**config.mk**
```make
export PLATFORM = sky130hd
export DESIGN_NAME = prbs31_check
export DESIGN_NICKNAME = d
export VERILOG_FILES = /design/src/rtl/prbs31_check_pkg.sv /design/src/rtl/prbs31_check_predict.sv /design/src/rtl/prbs31_check.sv
export SDC_FILE = /design/constraint.sdc
export NUM_CORES = 1
export LEC_CHECK = 0
export CAP_MARGIN = 20
export CORE_MARGIN = 2
export CORE_UTILIZATION = 53
export CTS_BUF_LIST = sky130_fd_sc_hd__clkbuf_8
export DETAILED_ROUTE_END_ITERATION = 6
export GPL_ROUTABILITY_DRIVEN = 0
export MAX_ROUTING_LAYER = met4
export PLACE_DENSITY = 0.88
export SLEW_MARGIN = 20
export SYNTH_ARGS = -nofsm -noshare
export SYNTH_HDL_FRONTEND = slang
export SYNTH_SLANG_ARGS = --single-unit
```
**constraint.sdc**
```tcl
create_clock -name clk -period 4.2 [get_ports clk]
set_clock_uncertainty 0.05 [all_clocks]
set_input_delay 0.63 -clock clk [delete_from_list [all_inputs] [get_ports clk]]
set_output_delay 0.63 -clock clk [all_outputs]
set_load 0.005 [all_outputs]
```
**src/rtl/prbs31_check_pkg.sv**
```systemverilog
// ============================================================================
// Module      : prbs31_check_pkg
// Description : Shared constants for the PRBS31 checker: polynomial, history
//               width and FSM state encoding.
// Revision    : 1.0 - initial release
// ============================================================================
`default_nettype none

package prbs31_check_pkg;

    localparam int unsigned c_HIST_W = 31;

    // x^31 + x^28 + 1; bit k set means the bit k positions back is a tap,
    // the x^31 term is implicit.
    localparam logic [c_HIST_W-1:0] c_PRBS31_POLY = 31'h10000001;

    localparam int unsigned         c_ST_W      = 2;
    localparam logic [c_ST_W-1:0]   c_ST_HUNT   = 2'd0;
    localparam logic [c_ST_W-1:0]   c_ST_SYNC   = 2'd1;
    localparam logic [c_ST_W-1:0]   c_ST_LOCKED = 2'd2;

    // Words needed before the history holds only received bits.
    function automatic int unsigned fill_words(input int unsigned width);
        return (c_HIST_W + width - 1) / width;
    endfunction

endpackage

`default_nettype wire

```
**src/rtl/prbs31_check_predict.sv**
```systemverilog
// ============================================================================
// Module      : prbs31_check_predict
// Description : Combinational PRBS31 word predictor fed from received history.
// Revision    : 1.0 - initial release
// ============================================================================
`default_nettype none

module prbs31_check_predict
    import prbs31_check_pkg::*;
#(
    parameter int unsigned DATA_WIDTH = 8
) (
    input  logic [c_HIST_W-1:0]   i_hist,
    input  logic [DATA_WIDTH-1:0] i_data,
    output logic [DATA_WIDTH-1:0] o_expected,
    output logic [c_HIST_W-1:0]   o_hist_next
);

    // Lower index is later in time; w_stream[j+k] lies k bits before w_stream[j].
    logic [c_HIST_W+DATA_WIDTH-1:0] w_stream;

    assign w_stream    = {i_hist, i_data};
    assign o_hist_next = w_stream[c_HIST_W-1:0];

    for (genvar b = 0; b < DATA_WIDTH; b++) begin : g_bit
        logic w_bit;

        always_comb begin
            w_bit = w_stream[b + c_HIST_W];
            for (int k = 1; k < c_HIST_W; k++) begin
                if (c_PRBS31_POLY[k]) begin
                    w_bit = w_bit ^ w_stream[b + k];
                end
            end
        end

        assign o_expected[b] = w_bit;
    end

endmodule

`default_nettype wire

```
**src/rtl/prbs31_check.sv**
```systemverilog
// ============================================================================
// Module      : prbs31_check
// Description : Self-synchronizing PRBS31 checker with lock qualification,
//               per-word error pulse and saturating bit-error counter.
// Revision    : 1.0 - initial release
// ============================================================================
`default_nettype none

module prbs31_check
    import prbs31_check_pkg::*;
#(
    parameter int unsigned DATA_WIDTH   = 8,
    parameter int unsigned LOCK_COUNT   = 16,
    parameter int unsigned UNLOCK_COUNT = 4,
    parameter int unsigned COUNT_WIDTH  = 32
) (
    input  logic                   clk,
    input  logic                   rst,
    input  logic [DATA_WIDTH-1:0]  data_in,
    input  logic                   data_in_valid,
    input  logic                   err_clr,
    output logic                   locked,
    output logic                   bit_err,
    output logic [COUNT_WIDTH-1:0] error_count
);

    localparam int unsigned c_FILL   = fill_words(DATA_WIDTH);
    localparam int unsigned c_FILL_W = $clog2(c_FILL + 1);
    localparam int unsigned c_GOOD_W = $clog2(LOCK_COUNT + 1);
    localparam int unsigned c_BAD_W  = $clog2(UNLOCK_COUNT + 1);
    localparam int unsigned c_POP_W  = $clog2(DATA_WIDTH + 1);
    localparam int unsigned c_SUM_W  = ((COUNT_WIDTH > c_POP_W) ? COUNT_WIDTH : c_POP_W) + 1;

    localparam logic [c_FILL_W-1:0] c_FILL_LAST = c_FILL_W'(c_FILL - 1);
    localparam logic [c_GOOD_W-1:0] c_GOOD_MAX  = c_GOOD_W'(LOCK_COUNT);
    localparam logic [c_BAD_W-1:0]  c_BAD_MAX   = c_BAD_W'(UNLOCK_COUNT);
    localparam logic [c_SUM_W-1:0]  c_CNT_MAX   = {{(c_SUM_W-COUNT_WIDTH){1'b0}}, {COUNT_WIDTH{1'b1}}};

    logic [c_ST_W-1:0]      r_state,    w_state_nxt;
    logic [c_FILL_W-1:0]    r_fill,     w_fill_nxt;
    logic [c_GOOD_W-1:0]    r_good_cnt, w_good_nxt;
    logic [c_BAD_W-1:0]     r_bad_cnt,  w_bad_nxt;
    logic [c_HIST_W-1:0]    r_hist,     w_hist_next;
    logic                   r_locked;
    logic                   r_bit_err,  w_bit_err_nxt;
    logic [COUNT_WIDTH-1:0] r_err_cnt,  w_count_sat;
    logic                   w_count_add;

    logic [DATA_WIDTH-1:0]  w_expected;
    logic [DATA_WIDTH-1:0]  w_mismatch;
    logic                   w_errored;
    logic [c_POP_W-1:0]     w_popcnt;
    logic [c_SUM_W-1:0]     w_sum;

    prbs31_check_predict #(
        .DATA_WIDTH (DATA_WIDTH)
    ) u_predict (
        .i_hist      (r_hist),
        .i_data      (data_in),
        .o_expected  (w_expected),
        .o_hist_next (w_hist_next)
    );

    assign w_mismatch = data_in ^ w_expected;
    assign w_errored  = |w_mismatch;

    always_comb begin
        w_popcnt = '0;
        for (int i = 0; i < DATA_WIDTH; i++) begin
            w_popcnt = w_popcnt + c_POP_W'(w_mismatch[i]);
        end
    end

    assign w_sum       = c_SUM_W'(r_err_cnt) + c_SUM_W'(w_popcnt);
    assign w_count_sat = (w_sum > c_CNT_MAX) ? {COUNT_WIDTH{1'b1}} : w_sum[COUNT_WIDTH-1:0];

    // State and qualification counters.
    always_ff @(posedge clk or negedge rst) begin
        if (!rst) begin
            r_state    <= c_ST_HUNT;
            r_fill     <= '0;
            r_good_cnt <= '0;
            r_bad_cnt  <= '0;
        end else begin
            r_state    <= w_state_nxt;
            r_fill     <= w_fill_nxt;
            r_good_cnt <= w_good_nxt;
            r_bad_cnt  <= w_bad_nxt;
        end
    end

    always_comb begin
        w_state_nxt = r_state;
        w_fill_nxt  = r_fill;
        w_good_nxt  = r_good_cnt;
        w_bad_nxt   = r_bad_cnt;
        if (data_in_valid) begin
            case (r_state)
                c_ST_HUNT: begin
                    if (r_fill == c_FILL_LAST) begin
                        w_state_nxt = c_ST_SYNC;
                        w_good_nxt  = '0;
                    end else begin
                        w_fill_nxt = r_fill + 1'b1;
                    end
                end
                c_ST_SYNC: begin
                    if (w_errored) begin
                        w_good_nxt = '0;
                    end else begin
                        w_good_nxt = r_good_cnt + 1'b1;
                        if (w_good_nxt == c_GOOD_MAX) begin
                            w_state_nxt = c_ST_LOCKED;
                            w_bad_nxt   = '0;
                        end
                    end
                end
                c_ST_LOCKED: begin
                    if (w_errored) begin
                        w_bad_nxt = r_bad_cnt + 1'b1;
                        // History remains trustworthy, so fall back to SYNC only.
                        if (w_bad_nxt == c_BAD_MAX) begin
                            w_state_nxt = c_ST_SYNC;
                            w_good_nxt  = '0;
                        end
                    end else begin
                        w_bad_nxt = '0;
                    end
                end
                default: begin
                    w_state_nxt = c_ST_HUNT;
                end
            endcase
        end
    end

    always_comb begin
        w_bit_err_nxt = data_in_valid && w_errored &&
                        ((r_state == c_ST_SYNC) || (r_state == c_ST_LOCKED));
        w_count_add   = data_in_valid && w_errored && (r_state == c_ST_LOCKED);
    end

    // Registered outputs and received-bit history.
    always_ff @(posedge clk or negedge rst) begin
        if (!rst) begin
            r_hist    <= '0;
            r_locked  <= 1'b0;
            r_bit_err <= 1'b0;
            r_err_cnt <= '0;
        end else begin
            if (data_in_valid) begin
                r_hist <= w_hist_next;
            end
            r_locked  <= (w_state_nxt == c_ST_LOCKED);
            r_bit_err <= w_bit_err_nxt;
            if (err_clr) begin
                r_err_cnt <= '0;
            end else if (w_count_add) begin
                r_err_cnt <= w_count_sat;
            end
        end
    end

    assign locked      = r_locked;
    assign bit_err     = r_bit_err;
    assign error_count = r_err_cnt;

endmodule

`default_nettype wire
```
==> metrics.log, run 1 <==
INFO  metric worst-slew-pin-transition = 1.25 ns
INFO  metric syn-cell-area = approximately 4300 sq um
INFO  metric routed-wl-met2 = 5.96 mm
INFO  metric root_buffer_master = clkbuf_8
INFO  metric drtPass1Iterations = 7
INFO  metric initial_core_util = 53.6%
INFO  metric antenna_found_initial = 0
INFO  metric worst-endpoint-arrival = approximately 4.6 ns
INFO  metric clk_pin_slew = 0.09 ns
INFO  metric min_path_type = primary input to async pin
INFO  metric cts_inserted_buffers = 9
INFO  metric critical_path.most_common_cell = fa_1
INFO  metric crit_slowest_cell = fa_1
INFO  metric hpwl = approximately 7 mm
INFO  metric die_h = 94.5 microns
INFO  metric yosysWarningCount = 0
INFO  metric yosys.area_share.simple = 19.1%
INFO  metric post-route-drc-count = 0
INFO  metric drv_cap = 0
INFO  metric yosysSeqAreaShare = about 45%
INFO  metric stdcell_area = 5500 sq um
INFO  metric totalWireLength = 11.6 mm
INFO  metric route.detailed.wl_per_inst = just under 20 microns
INFO  metric total_switching_power = roughly 0.0010 W
INFO  metric power_switching_share = 36.0%
INFO  metric maximum_number_of_pins_on_one_net_before_global_route_repair = a little under 80
INFO  metric setup-violations-final = 29
INFO  metric antenna_violating_nets_post_route = 0
INFO  metric fin_cells = 586
INFO  metric run_status = finished, violations left
INFO  metric overflow = 0
INFO  metric finalHoldWorstSlack = approximately 0.23 ns
INFO  metric cts_tree = done
INFO  metric h-tree-depth = 3
INFO  metric die_outline_area = 8930 sq um
INFO  metric avgViaCountPerCell = between 6 and 7
INFO  metric num_vias = 3,665
INFO  metric cell_area_placed = about 5000 sq um
INFO  metric max_clock_freq = between 200 and 250 MHz
INFO  metric synthTopCellsByArea = dfrtp_1 45%, mux2_2 8.3%, ha_1 4.3%
INFO  metric fp-row-count = 33
INFO  metric violations = negative setup slack
INFO  metric worstPathRequired = around 4.4 ns
INFO  metric vdd.ir_drop.worst = between 200 and 300 uV
INFO  metric io_buffer_count = 45
INFO  metric setup_repair_after_global_routing_missed_its_margin = yes
INFO  metric chip_width = 94.5 microns
INFO  metric synthMostInstantiatedCell = dfrtp_1
INFO  metric critical_path.endpoint_type = flop
INFO  metric grtUsageTotal = between 20% and 30%
INFO  metric finalHoldViolCount = 0
INFO  metric combinational_family_with_the_most_area_after_synthesis = simple AND/OR/NAND/NOR gates
INFO  metric worstPathMaxFanout = 7
INFO  metric m1WireLength = 4.48 mm
INFO  metric worstPathCellList = xnor3_1 -> fa_1 -> fa_1 -> fa_1 -> inv_2 -> fa_2 -> fa_2 -> a21o_1 -> a22o_4 -> nand2_8 -> o21ai_4 -> buf_4 -> nor3_2 -> nor3_1
INFO  metric timing.critical_path.slowest_cell_delay = 0.55 ns
INFO  metric muxShareOfSynthArea = under 10%
INFO  metric dp_worst_setup_slack = -0.754 ns
INFO  metric dominantRegCellSynth = dfrtp_1
INFO  metric avgSynthCellArea = between 10 and 15 sq um
INFO  metric critical_path_class = flop to flop
INFO  metric post-synth-top-area-cell = dfrtp_1
INFO  metric place.detailed.instances = around 560
INFO  metric yosys_register_bits = 78
INFO  metric timing.final.crit_period = around 4.4 ns
INFO  metric synth_largest_type_area_fraction = between 40% and 50%
INFO  metric start_kind = flop
INFO  metric cts.hold.buffers_added = 0
INFO  metric slew_violations = 0
INFO  metric final.fill_count = approximately 600
INFO  metric core = about 8100 sq um
INFO  metric finalWorstSetupSlack = -0.186 ns
INFO  metric share_comb_of_total_power = 42.7%
INFO  metric synth_enable_flop_cells = 0
INFO  metric synth_async_sr_flop_share = 100%
INFO  metric ys_types = 51
INFO  metric layout_worst_path_cycle_share = 104%
INFO  metric synth_commonest_cells = 78 x dfrtp_1, 32 x mux2_2, 32 x nand2_1
INFO  metric maxUsedRoutingLayer = met4
INFO  metric internal_power = 0.00177 W
INFO  metric synth_compound_gate_area_share = 12.3%
INFO  metric netlist_instances = 404
INFO  metric detailedRoute.firstIterationViolations = 294
INFO  metric ioPinCount = between 40 and 50
INFO  metric met3_wl = 862 microns
INFO  metric layout.nets = just over 500
INFO  metric syn_to_final_growth = 26.6%
INFO  metric layout-drive-gt1-share = 25.4%
INFO  metric post_synth_fa_ha_maj_area_fraction = under 10%
INFO  metric post_synth_xor_area_fraction = about 4.8%
INFO  metric synth_nets = between 400 and 500
INFO  metric cellLeakagePower = 2.42 nW
INFO  metric grt_pass1_wl = 18.1 mm
INFO  metric max_slew_margin = 15.9%
INFO  metric clkLatencyLatePin = about 0.37 ns
INFO  metric clkPwrFrac = a little under a quarter
INFO  metric clockBufferDepth = 2
INFO  metric grt_pass1_vias = 3,758
INFO  metric power.density = roughly 500 nW/um^2
INFO  metric share_seq_of_total_power = 33.4%
INFO  metric cts.sinks = 78
INFO  metric antenna-diode-count = 0
## per-layer routing
metal	vias up	GRT usage (%)
met5	-	-
met4	0	9.06
met1	1800	31.3
li1	1633	-
met3	35	7.42
met2	197	46.5
## cells in the final DEF (no fill, tap or decap), drive strengths merged, types with 6 or more instances in the layout
master | Yosys | final
a211oi | 10 | 10
a21oi | 24 | 24
a311oi | 7 | 7
and3 | 11 | 11
buf | 5 | 26
clkbuf | 6 | 10
clkdlybuf4s50 | 0 | 41
dfrtp | 78 | 78
ha | 15 | 15
inv | 20 | 24
mux2 | 32 | 32
nand2 | 33 | 34
nand3 | 10 | 10
nand4 | 11 | 13
nor2 | 28 | 28
nor2b | 6 | 6
nor3 | 26 | 26
o21ai | 18 | 19
xnor3 | 8 | 8
## sequential cells by signal, indices dropped and copies added, names as in the netlist
| signal | count |
|---|---|
| r_hist | 31 |
| r_bad_cnt | 3 |
| r_state | 2 |
| locked | 1 |
| r_good_cnt | 5 |
| bit_err | 1 |
| r_fill | 3 |
| error_count | 32 |
## cell families (layout without fill, tap and decap cells)
group                      count (synthesis)  in the layout
DFF                                       78             78
muxes                                     37             37
buffers and inverters                     31            104
AOI/OAI and AO/OA                         82             83
xor gates and xnor gates                  11             11
and+or+nand+nor                          145            148
adders and majority gates                 20             20
## path summary, 6_finish.rpt
| check | startpoint | endpoint | slack, ns | depth (start not counted) |
|---|---|---|---|---|
| min in group clk | r_fill[0] | r_fill[0] | 0.44 | 1 |
| hold / removal | rst | r_hist[6] | 0.23 | 1 |
| max in group asynchronous | rst | error_count[22] | 3.37 | 1 |
| setup / recovery | r_hist[23] | error_count[17] | -0.19 | 14 |
| hold reg to reg | r_fill[0] | r_fill[0] | 0.44 | 1 |
| setup reg to reg | r_hist[23] | error_count[17] | -0.19 | 14 |
## per-stage QoR
stage | setup TNS (ns) | utilization, % | total power [W]
2_1_floorplan | 0 | - | 0.00165
3_3_place_gp | -18.09 | 61.9 | 0.00192
3_5_place_dp | -22.36 | 61.9 | 0.00202
4_1_cts | -5.94 | 66.4 | 0.00274
5_1_grt | -7.00 | 67.9 | 0.00298
6_report | -2.62 | 67.9 | 0.00277
## what timing repair did
item	4_1_cts	5_1_grt
setup endpoints to repair	32	32
pin swaps	23	21
setup buffers	1	7
resized for setup	30	20
gates cloned	3	1
## worst max-delay path, delay by kind of cell (launching register included)
family,cells,cell delay [ns]
and+or+nand+nor,3,0.30
AOI/OAI and AO/OA,3,0.62
buffers and inverters,2,0.26
xor gates and xnor gates,1,0.44
adders and majority gates,5,2.21
DFF,1,0.36
## power by group through the flow
stage                     clock (W)  sequential (W)  combinational, W
final                      0.000661        0.000926           0.00118
after global routing       0.000705        0.000936           0.00133
after CTS                  0.000663        0.000925           0.00115
after detailed placement          0        0.000940           0.00108
after global placement            0        0.000929          0.000991
after floorplan                   0        0.000918          0.000733
## final cells by class
class	instances	area [sq um]	share of cell area (%)
clock buffers	9	124	2.25
clock inverters	7	103	1.87
inverters	20	75.1	1.37
multi-input cells	299	2480	45.2
flip-flops and latches	78	1950	35.5
well taps	105	131	2.39
repair buffers	68	628	11.4
Power figures use the tool's default switching activity.
==> inputs of run 2 (changes only) <==
Settings changed: TNS_END_PERCENT set to 1.
==> run 2 against run 1 <==
  * The flow still finishes with violations (negative setup slack)
  * Clock-buffer cell count did not move
  * Core utilization fell by 1.1 points
  * First-iteration DRC count decreased by 9.2%
  * Setup slack better by 0.023 ns
  * Final cell count fell by 0.51%
  * Routed wire length is 3.0% lower
  * Via count down 1.3%
  * Global-route usage fell by 0.25 points
  * Highest routed layer unchanged
==> metrics.log, run 2 (synthesized netlist as in run 1, its figures left out) <==
INFO  metric run_status = finished, violations left
INFO  metric violations = negative setup slack
INFO  metric route.detailed.wl_per_inst = 19.3 microns
INFO  metric grt_pass1_vias = 3,753
INFO  metric die_h = approximately 95 microns
INFO  metric stdcell_area = 5410 sq um
INFO  metric critical_path.most_common_cell = fa_1
INFO  metric cts.hold.buffers_added = 0
INFO  metric critPathCapture = error_count[9]
INFO  metric timing.final.crit_period = 4.36 ns
INFO  metric cp.buffers_inverters = 1
INFO  metric start_kind = flop
INFO  metric clk_pin_slew = 0.09 ns
INFO  metric worst-slew-pin-transition = 1.13 ns
INFO  metric clockBufferDepth = 2
INFO  metric groute.layer.met2.usage = 46.2%
INFO  metric cell_area_placed = 5010 sq um
INFO  metric overflow = 0
INFO  metric gr-max-usage-layer = met2
INFO  metric grt.met1_usage = a little under a third
INFO  metric layout-drive-gt1-share = between 20% and 30%
INFO  metric cellLeakagePower = 2.40 nW
INFO  metric timing.critical_path.slowest_cell_delay = 0.55 ns
INFO  metric vdd.ir_drop.worst = roughly 290 uV
INFO  metric power.density = 509 nW/um^2
INFO  metric largest_reg_flops = 32
INFO  metric finalHoldViolCount = 0
INFO  metric drtPass1Iterations = 5
INFO  metric hpwl = 6.97 mm
INFO  metric fin_util = 66.9%
INFO  metric fin_cells = between 500 and 600
INFO  metric avgViaCountPerCell = approximately 6.2
INFO  metric chip_width = approximately 95 microns
INFO  metric cts_inserted_buffers = 9
INFO  metric finalHoldWorstSlack = 0.227 ns
INFO  metric ioPinCount = 46
INFO  metric initial_core_util = 53.6%
INFO  metric maximum_number_of_pins_on_one_net_before_global_route_repair = 79
INFO  metric worstPathRequired = ~4.4 ns
INFO  metric post-route-drc-count = 0
INFO  metric startpoint = r_hist[23]
INFO  metric totalWireLength = 11.3 mm
INFO  metric detailedRoute.firstIterationViolations = 267
INFO  metric critical_path.endpoint_type = flop
INFO  metric cts.sinks = 78
INFO  metric place.detailed.instances = 558
INFO  metric worst-endpoint-arrival = 4.54 ns
INFO  metric dp_worst_setup_slack = -0.754 ns
INFO  metric slew_violations = 0
INFO  metric critical_path_class = flop to flop
INFO  metric grt_pass1_wl = 18.0 mm
INFO  metric h-tree-depth = 3
INFO  metric stages_on_worst_setup_path = 13
INFO  metric num_vias = ~3.6k
INFO  metric grtUsageTotal = 27.1%
INFO  metric max_slew_margin = 23.9%
INFO  metric antenna_found_initial = 0
INFO  metric worstPathMaxFanout = 7
INFO  metric layout_worst_path_cycle_share = 104%
INFO  metric rrSetupSlack = -0.16 ns
INFO  metric layout.cells.most_common_list = 78 x dfrtp_1, 41 x clkdlybuf4s50_1, 32 x nand2_1, 32 x mux2_2, 24 x a21oi_1
INFO  metric reg2reg_to = error_count[9]
INFO  metric reg2regPathDepth = 13
INFO  metric final.fill_count = 608
INFO  metric drv_cap = 0
INFO  metric critical-path-top-delay-family = adder cells
INFO  metric crit_slowest_cell = fa_1
INFO  metric setup-violations-final = 27
INFO  metric grt_use_met3 = 7.50%
INFO  metric io_buffer_count = 45
INFO  metric finalWorstSetupSlack = -0.163 ns
INFO  metric syn_to_final_growth = 24.6%
INFO  metric core = 8090 sq um
INFO  metric root_buffer_master = clkbuf_8
INFO  metric setup_repair_after_global_routing_missed_its_margin = yes
INFO  metric min_path_type = primary input to async pin
INFO  metric cts_tree = done
INFO  metric worstPathCellList = xnor3_1 -> fa_1 -> fa_1 -> fa_1 -> inv_2 -> fa_2 -> fa_2 -> a21o_1 -> a22o_4 -> nand4_2 -> o21ai_1 -> a21oi_1 -> a311oi_1
INFO  metric antenna_violating_nets_post_route = 0
INFO  metric max_clock_freq = 229 MHz
INFO  metric commonest_non_fill_non_tap_cell_in_the_layout = dfrtp_1
INFO  metric layout.nets = 505
INFO  metric clkLatencyLatePin = about 0.37 ns
INFO  metric die_outline_area = 8930 sq um
INFO  metric antenna-diode-count = 0
INFO  metric worstReg2RegStart = r_hist[23]
INFO  metric fp-row-count = 33
run 2: cell count changes in the layout (fill, tap and decap cells not counted), moves of 2 or more:
cell,delta
nor2_4,-3
a21oi_1,+2
a21oi_2,-2
buf_4,-2
nor2_1,+2
nor3_1,+2
o21ai_2,-2
run 2: how the worst min path moves through the flow:
stage               from         end  slack, ns  depth (start not counted)
3_5_place_dp   r_fill[0]   r_fill[0]       0.43                          1
3_3_place_gp   r_fill[2]   r_fill[2]       0.41                          2
2_1_floorplan        rst     bit_err       0.28                          0
6_report             rst   r_hist[6]       0.23                          1
5_1_grt              rst  r_hist[22]       0.28                          1
4_1_cts              rst  r_hist[19]       0.40                          1
run 2: metrics by stage:
| stage | total power, W | TNS (ns) |
|---|---|---|
| after detailed placement | 0.00202 | -22.36 |
| final | 0.00276 | -1.54 |
| after global placement | 0.00192 | -18.09 |
| after CTS | 0.00271 | -5.89 |
| after floorplan | 0.00165 | 0 |
| after global routing | 0.00297 | -6.23 |
run 2: timing repair:
action | 4_1_cts | 5_1_grt
pin swaps | 25 | 14
cloned | 3 | 1
setup buffers | 1 | 4
resized for setup | 26 | 8
endpoints found under the hold margin | 0 | 0
endpoints found under the setup margin | 32 | 32
run 2: layer usage:
metal	up-vias	part of all wire, %
met5	-	0
met4	0	3.6
met3	52	6.7
met2	181	51
met1	1762	39
li1	1624	-
run 2: final cells by class:
type                            count  area, sq um  share of cell area [%]
Inverter                           20         75.1                    1.39
Clock inverter                      7          103                    1.90
Tap cell                          105          131                    2.43
Clock buffer                        9          124                    2.29
Timing Repair Buffer               65          602                    11.1
Multi-Input combinational cell    299         2420                    44.8
Sequential cell                    78         1950                    36.1
run 2: power breakdown:
group / total, W / switching (W) / internal, W
Clock: 0.000659 / 0.000315 / 0.000344
Combinational: 0.00117 / 0.000594 / 0.000577
Sequential: 0.000926 / 0.0000759 / 0.000850
Total: 0.00276 / 0.000985 / 0.00177
